===== config.mk =====
export PLATFORM = sky130hd
export DESIGN_NAME = game_state_ctrl
export DESIGN_NICKNAME = d
export VERILOG_FILES = /design/src/rtl/game_state_ctrl.sv
export SDC_FILE = /design/constraint.sdc
export NUM_CORES = 1
export LEC_CHECK = 0
export ABC_AREA = 0
export BUFFER_PORTS_ARGS = -buffer_cell sky130_fd_sc_hd__buf_4
export CAP_MARGIN = 20
export CORE_ASPECT_RATIO = 0.75
export CORE_MARGIN = 2
export CORE_UTILIZATION = 29
export DETAILED_ROUTE_END_ITERATION = 16
export GPL_TIMING_DRIVEN = 0
export PLACE_DENSITY = 0.59
export SLEW_MARGIN = 20
export SYNTH_ARGS = -nofsm -noshare
export SYNTH_HDL_FRONTEND = slang
export SYNTH_SLANG_ARGS = --single-unit
export TNS_END_PERCENT = 30

===== constraint.sdc =====
create_clock -name Clk -period 3.4 [get_ports Clk]
set_clock_uncertainty 0.05 [all_clocks]
set_input_delay 0.34 -clock Clk [delete_from_list [all_inputs] [get_ports Clk]]
set_output_delay 0.34 -clock Clk [all_outputs]
set_load 0.005 [all_outputs]

===== src/rtl/game_state_ctrl.sv =====
// Game flow controller: title, play, pause, drop-out, game over and
// the hold-off state that waits for the keyboard to go idle.
module game_state_ctrl #(
    parameter int          KEY_SLOTS   = 2,
    parameter logic [7:0]  KEY_START   = 8'd40,
    parameter logic [7:0]  KEY_PAUSE   = 8'd44,
    parameter int          DROP_FRAMES = 50,
    parameter int          LIVES       = 3
) (
    input  logic                   Clk,
    input  logic                   Reset,
    input  logic                   frame_clk,
    input  logic [8*KEY_SLOTS-1:0] keycode,
    input  logic                   death,
    input  logic                   drop,
    output logic [2:0]             show,
    output logic                   restart,
    output logic                   respawn,
    output logic [2:0]             lives_left,
    output logic [2:0]             state_o
);

    typedef enum logic [2:0] {
        ST_START = 3'd0,
        ST_PLAY  = 3'd1,
        ST_PAUSE = 3'd2,
        ST_DROP  = 3'd3,
        ST_DEAD  = 3'd4,
        ST_HALT  = 3'd5
    } state_t;

    localparam logic [6:0] CNT_LAST   = 7'(DROP_FRAMES - 1);
    localparam logic [2:0] LIVES_INIT = 3'(LIVES);

    state_t     state, state_n;
    logic [2:0] lives_n;
    logic [6:0] drop_cnt, drop_cnt_n;
    logic       respawn_n;
    logic       lose_life;

    logic fsync1, fsync2, fsync3;
    logic tick;

    logic hit_start, hit_pause, key_idle;
    logic hit_start_q, hit_pause_q;
    logic press_start, press_pause;

    // frame_clk is foreign to Clk: two flops to settle, a third for the edge
    always_ff @(posedge Clk) begin
        if (Reset) begin
            fsync1 <= 1'b0;
            fsync2 <= 1'b0;
            fsync3 <= 1'b0;
        end else begin
            fsync1 <= frame_clk;
            fsync2 <= fsync1;
            fsync3 <= fsync2;
        end
    end

    assign tick = fsync2 & ~fsync3;

    always_comb begin
        hit_start = 1'b0;
        hit_pause = 1'b0;
        for (int i = 0; i < KEY_SLOTS; i++) begin
            if (keycode[8*i +: 8] == KEY_START) hit_start = 1'b1;
            if (keycode[8*i +: 8] == KEY_PAUSE) hit_pause = 1'b1;
        end
    end

    assign key_idle = (keycode == '0);

    always_ff @(posedge Clk) begin
        if (Reset) begin
            hit_start_q <= 1'b0;
            hit_pause_q <= 1'b0;
        end else begin
            hit_start_q <= hit_start;
            hit_pause_q <= hit_pause;
        end
    end

    assign press_start = hit_start & ~hit_start_q;
    assign press_pause = hit_pause & ~hit_pause_q;

    always_ff @(posedge Clk) begin
        if (Reset) begin
            state      <= ST_START;
            lives_left <= LIVES_INIT;
            drop_cnt   <= 7'd0;
            respawn    <= 1'b0;
        end else begin
            state      <= state_n;
            lives_left <= lives_n;
            drop_cnt   <= drop_cnt_n;
            respawn    <= respawn_n;
        end
    end

    always_comb begin
        state_n    = state;
        lives_n    = lives_left;
        drop_cnt_n = drop_cnt;
        respawn_n  = 1'b0;
        lose_life  = 1'b0;
        case (state)
            ST_START: begin
                lives_n = LIVES_INIT;
                if (press_start) state_n = ST_PLAY;
            end
            ST_PLAY: begin
                if (death) begin
                    lose_life = 1'b1;
                end else if (drop) begin
                    state_n    = ST_DROP;
                    drop_cnt_n = 7'd0;
                end else if (press_pause) begin
                    state_n = ST_PAUSE;
                end
            end
            ST_PAUSE: begin
                if (press_pause || press_start) state_n = ST_PLAY;
            end
            ST_DROP: begin
                if (tick) begin
                    if (drop_cnt == CNT_LAST) lose_life = 1'b1;
                    else drop_cnt_n = drop_cnt + 7'd1;
                end
            end
            ST_DEAD: begin
                if (hit_start) state_n = ST_HALT;
            end
            ST_HALT: begin
                // reload here so lives read full on the first START cycle
                if (key_idle) begin
                    state_n = ST_START;
                    lives_n = LIVES_INIT;
                end
            end
            default: begin
                state_n = ST_START;
                lives_n = LIVES_INIT;
            end
        endcase
        if (lose_life) begin
            if (lives_left > 3'd1) begin
                lives_n   = lives_left - 3'd1;
                respawn_n = 1'b1;
                state_n   = ST_PLAY;
            end else begin
                lives_n = 3'd0;
                state_n = ST_DEAD;
            end
        end
    end

    always_comb begin
        show    = 3'd1;
        restart = 1'b0;
        case (state)
            ST_START: restart = 1'b1;
            ST_PLAY:  show    = 3'd0;
            ST_PAUSE: show    = 3'd2;
            ST_DROP:  show    = 3'd0;
            ST_DEAD:  show    = 3'd3;
            default:  show    = 3'd1;
        endcase
    end

    assign state_o = state;

endmodule

Word-level counts from Yosys, hierarchy flattened
Index checks and enable logic that the tools add are counted.
- logic and storage cells: 81
- bits in registers: 19
- output and inout bits: 11
- input port bits: 21
- mux-type cells: 30
- reduce and logical (&&, ||, !) cells: 10
- add/subtract/negate cells: 2
- magnitude comparators: 1
- bitwise gates (word level): 7
- equal/unequal tests: 22
- operators with widths (cell ; number):
    two-way mux 3 bit ; 12
    equality test 8 x 6 -> 1 bit (second input constant) ; 4
    two-way mux 7 bit ; 4
    case mux 3 bit (6 select lines) ; 1
    logical NOT 16 bit ; 1
    inequality test 3 bit (second input constant) ; 5
    case mux 7 bit (2 select lines) ; 1
    inequality test 2 bit (second input constant) ; 5
    two-way mux 1 bit ; 9
    adder 7 x 1 -> 7 bit (second input constant) ; 1
    equality test 7 x 6 -> 1 bit (second input constant) ; 1
    AND reduction 7 bit ; 1
    equality test 3 x 2 -> 1 bit (second input constant) ; 2
    equality test 3 bit (second input constant) ; 2
    case mux 2 bit (3 select lines) ; 1
    case mux 3 bit (2 select lines) ; 1
    AND reduction 5 bit ; 1
    inequality test 4 bit (second input constant) ; 1
    inverter 1 bit ; 4
    OR reduction 2 bit ; 2
    OR reduction 4 bit ; 1
    AND 1 bit ; 3
    equality test 3 x 1 -> 1 bit (second input constant) ; 1
    > comparator 3 x 1 -> 1 bit (second input constant) ; 1
    other kinds (7) ; 7

Logic depth before layout (Yosys ltp)
- depth in word-level cells: 9
- depth in mapped cells: 8
- mapped depth without buffers: 8

Worst setup path after synthesis
Ideal clock, no wire load.
- path kind: register to register
- start point: reg drop_cnt[0]
- end point: reg lives_left[2]
- data arrival time: 2.066 ns
- setup time: 0.074 ns
- setup slack: 1.210 ns
- period minus slack after synthesis: 2.190 ns
- data required time: 3.276 ns
- cell stages (with the launch flop): 7
- buffers on the path: 0
- cell sequence: dfxtp_1 > ha_1 > or4b_4 > o31a_1 > or3_4 > or3_1 > a31oi_1
- word-level cells in the longest chain between the ends: 6
- elaborated cells on any way between the ends: 8
- those cells by class: eq/ne (3); mux (4); reduce/logical (1)
- ends and longest elaborated chain (element ; line ; RTL):
    from (decl) ; 37 ; logic [6:0] drop_cnt, drop_cnt_n;
    from (signal assigned) ; 96 ; drop_cnt <= drop_cnt_n;
    equality test 7 x 6 -> 1 bit (*) ; 127 ; if (drop_cnt == CNT_LAST) lose_life = 1'b1;
    two-way mux 1 bit (*) ; 127 ;
    two-way mux 1 bit (*) ; 126 ; if (tick) begin
    case mux 1 bit (2 select lines) (*) ; 107 ; case (state)
    inequality test 3 bit (no source line) or inequality test 2 x 1 -> 1 bit (tied branches) ; n/a ;
    AND reduction 2 bit (no source line) ; n/a ;
    to (signal assigned) ; 95 ; lives_left <= lives_n;
    to (decl) ; 19 ; output logic [2:0] lives_left,
Mark *: on every way between the ends. The rest lies on a longest branch, timed or not.
A chain may end at the register's enable or synchronous reset.

Final worst setup path
Same ends and word-level chain as after synthesis.

==> out/qor.yml <==
yosys:
  synthTopCellsByArea: "dfxtp_1, nor2_1, ha_1"
  async_reset_ff_share_pct: 0
  yosysMostFrequentCell: "nor2_1"
  synth_edf_count: 0
  postSynthCellCount: 131
  synth.top_cell.area_share_pct: 35.1
  synth_ff_type: "dfxtp_1"
  synthesis.nets: 156
  avgSynthCellArea_um2: 8.28
  synth_seq_cells: 19
  yosysWarnings: 0
  syn-cell-area_um2: 1080
  synth_top_area_cell: "dfxtp_1"
  synth_top_cells_by_count: "nor2_1, dfxtp_1, a21oi_1"
  ys_seq_area_share_pct: 35.1
  ys_types: 44
power_and_ir_drop:
  power_density_nw_per_um2: 298
  clkPwrFrac_pct: 36.9
  peakVddDrop_uv: 148
  combPwrFrac_pct: 9.7
  power.leakage_nw: 0.562
  p_int_mw: 0.332
  total_power_mw: 0.423
  swShare_pct: 21.6
  seq_power_share_pct: 53.3
  p_sw_mw: 0.0913
timing:
  worst_pin_slew_ps: 595
  hold_slack_ps: 245
  hold_viol_final: 0
  rsz0062_at_grt: "no"
  tns_ps: 0
  min_period_ps: 2330
  slew_headroom_pct: 59.9
  maxSlewViolCount: 0
  setup_viol: 0
  fin_crit_sh_pct: 68.6
  fmax_mhz: 429
setup_path:
  critical_path.cell_chain: "ha_1 > or4b_4 > o31a_1 > or3_4 > or3_1 > a31oi_1"
  cp_slowest_cell: "or4b_4"
  crit_arrival_ps: 2460
  required_ps: 3530
  r2r-start: "drop_cnt[0]$_SDFFE_PP0P_"
  critPathCaptureType: "flop"
  worstSetupPathType: "flop to flop"
  path_max_fanout: 5
  startpoint: "drop_cnt[0]$_SDFFE_PP0P_"
  slowest_delay_ps: 470
  startpoint_type: "flop"
  reg2reg_depth: 6
clock_tree:
  htree_levels: 1
  clock_sinks: 19
  clockBufferDepth: 2
  cts_resized: 0
  cts_hold_buf: 0
  clk_pin_slew_ps: 70
  postCtsSetupBuffers: 0
  cts_tree: "built"
  clock_latency_ps: 250
  cts_buffers: 3
  cts-root-buf: "clkbuf_8"
place:
  dp_hpwl_um: 2060
  numPortBuffers: 30
  dp_cells: 213
  gp_congestion: 0.861
floorplanning:
  ios: 32
  die_h_um: 57.0
  dieArea_um2: 4250
  core_area_um2: 3610
  die_x_um: 74.6
  rows: 19
  start_util_pct: 30.0
layout:
  antenna_cells: 0
  final_nets: 191
  final_cells: 217
  nFillCells: 379
  syn_to_final_growth_pct: 30.9
  drive_gt1_share_pct: 26.1
outcome:
  status: "completed"
route:
  vias: 1048
  drc_errors: 0
  drt_pass1_iterations: 4
  routed_wl_um: 2580
  routed_via_density: 4.83
  wl_per_cell_um: 11.9
  drtIter0Drc: 33
  ant_nets: 0
grt:
  grt_pass1_vias: 966
  grt_max_degree: 11
  grt_pass1_wl_um: 4240
  track_usage_pct: 12.9
  antenna_found_initial: 0
  grt_overflow: 0
hold_path:
  hp-start: "frame_clk"
  hold_class: "input port to flop"
  whs_path_depth: 2
run:
  drv_cap: 0
[kinds of logic (layout without fill, tap and decap cells)]
kind of cell | count (synthesis) | in the layout | share of synthesized area, %
and+or+nand+nor | 60 | 60 | 31.3
AOI/OAI and AO/OA | 27 | 27 | 17.2
DFF | 19 | 19 | 35.1
buffers and inverters | 13 | 47 | 5.54
xor gates and xnor gates | 5 | 5 | 4.04
adders and majority gates | 4 | 4 | 4.61
muxes | 2 | 2 | 1.96
other | 1 | 1 | 0.346
[flip-flops by register name (all words and copies together), names as in the netlist]
name         count
hit_pause_q      1
fsync2           1
state_o          3
lives_left       3
respawn          1
fsync1           1
drop_cnt         7
fsync3           1
hit_start_q      1
[metal layers]
metal	vias to the layer above	part of all wire, %	track usage [%]
met5	-	0	0
met1	476	47	16.9
met4	0	0.97	5.36
met3	2	5.0	4.06
li1	542	-	-
met2	28	47	19.6
[worst max-delay path: cells and delay by family (launching register included)]
family | cells | cell delay (ps)
and+or+nand+nor | 3 | 1180
AOI/OAI and AO/OA | 2 | 470
DFF | 1 | 400
adders and majority gates | 1 | 170
[cells in the final DEF (no fill, tap or decap), types with 2 or more instances in the layout]
| cell | count |
|---|---|
| o21ai_0 | 3 |
| buf_4 | 31 |
| ha_1 | 4 |
| nand2_1 | 4 |
| o22a_2 | 2 |
| xor2_1 | 4 |
| or3_1 | 3 |
| a211oi_1 | 2 |
| or2_2 | 2 |
| a311oi_1 | 2 |
| nor2b_1 | 3 |
| nand2b_1 | 4 |
| nand4_1 | 3 |
| a21oi_1 | 9 |
| nor4_1 | 4 |
| o31a_1 | 2 |
| nor4bb_1 | 2 |
| clkbuf_8 | 3 |
| clkbuf_1 | 4 |
| nor2_1 | 20 |
| inv_1 | 8 |
| nor3_1 | 5 |
| dfxtp_1 | 19 |
[final timing paths]
path	to	slack, ps
worst max register to register	lives_left[2]$_SDFFE_PP0P_	1070
worst min register to register	fsync2$_SDFF_PP0_	390
worst min-delay path	fsync1$_SDFF_PP0_	250
worst max-delay path	lives_left[2]$_SDFFE_PP0P_	1070
[final cells by class]
class,instances,area [µm²],share of cell area [%]
clock buffer,4,45.0,3.17
buffer,5,30.0,2.11
inverter,8,30.0,2.11
sequential,19,380,26.8
multi-input combinational,99,644,45.4
timing repair buffer,30,225,15.9
tap,52,65.1,4.58
[per-stage QoR]
step                      cell area [µm²]  util (%)  worst slack [ps]
after floorplan                      1080         -              1210
after global placement               1380      38.1              1110
after detailed placement             1380      38.1              1070
after CTS                            1420      39.3              1060
after global routing                 1420      39.3               963
final                                1420      39.3              1070
[power by group through the flow]
stage	Combinational [mW]	Sequential (mW)	Clock, mW
2_1_floorplan	0.0151	0.231	0
3_3_place_gp	0.0396	0.231	0
3_5_place_dp	0.0409	0.231	0
4_1_cts	0.0410	0.226	0.166
5_1_grt	0.0453	0.226	0.171
6_report	0.0412	0.226	0.156
Power figures use the tool's default switching activity.
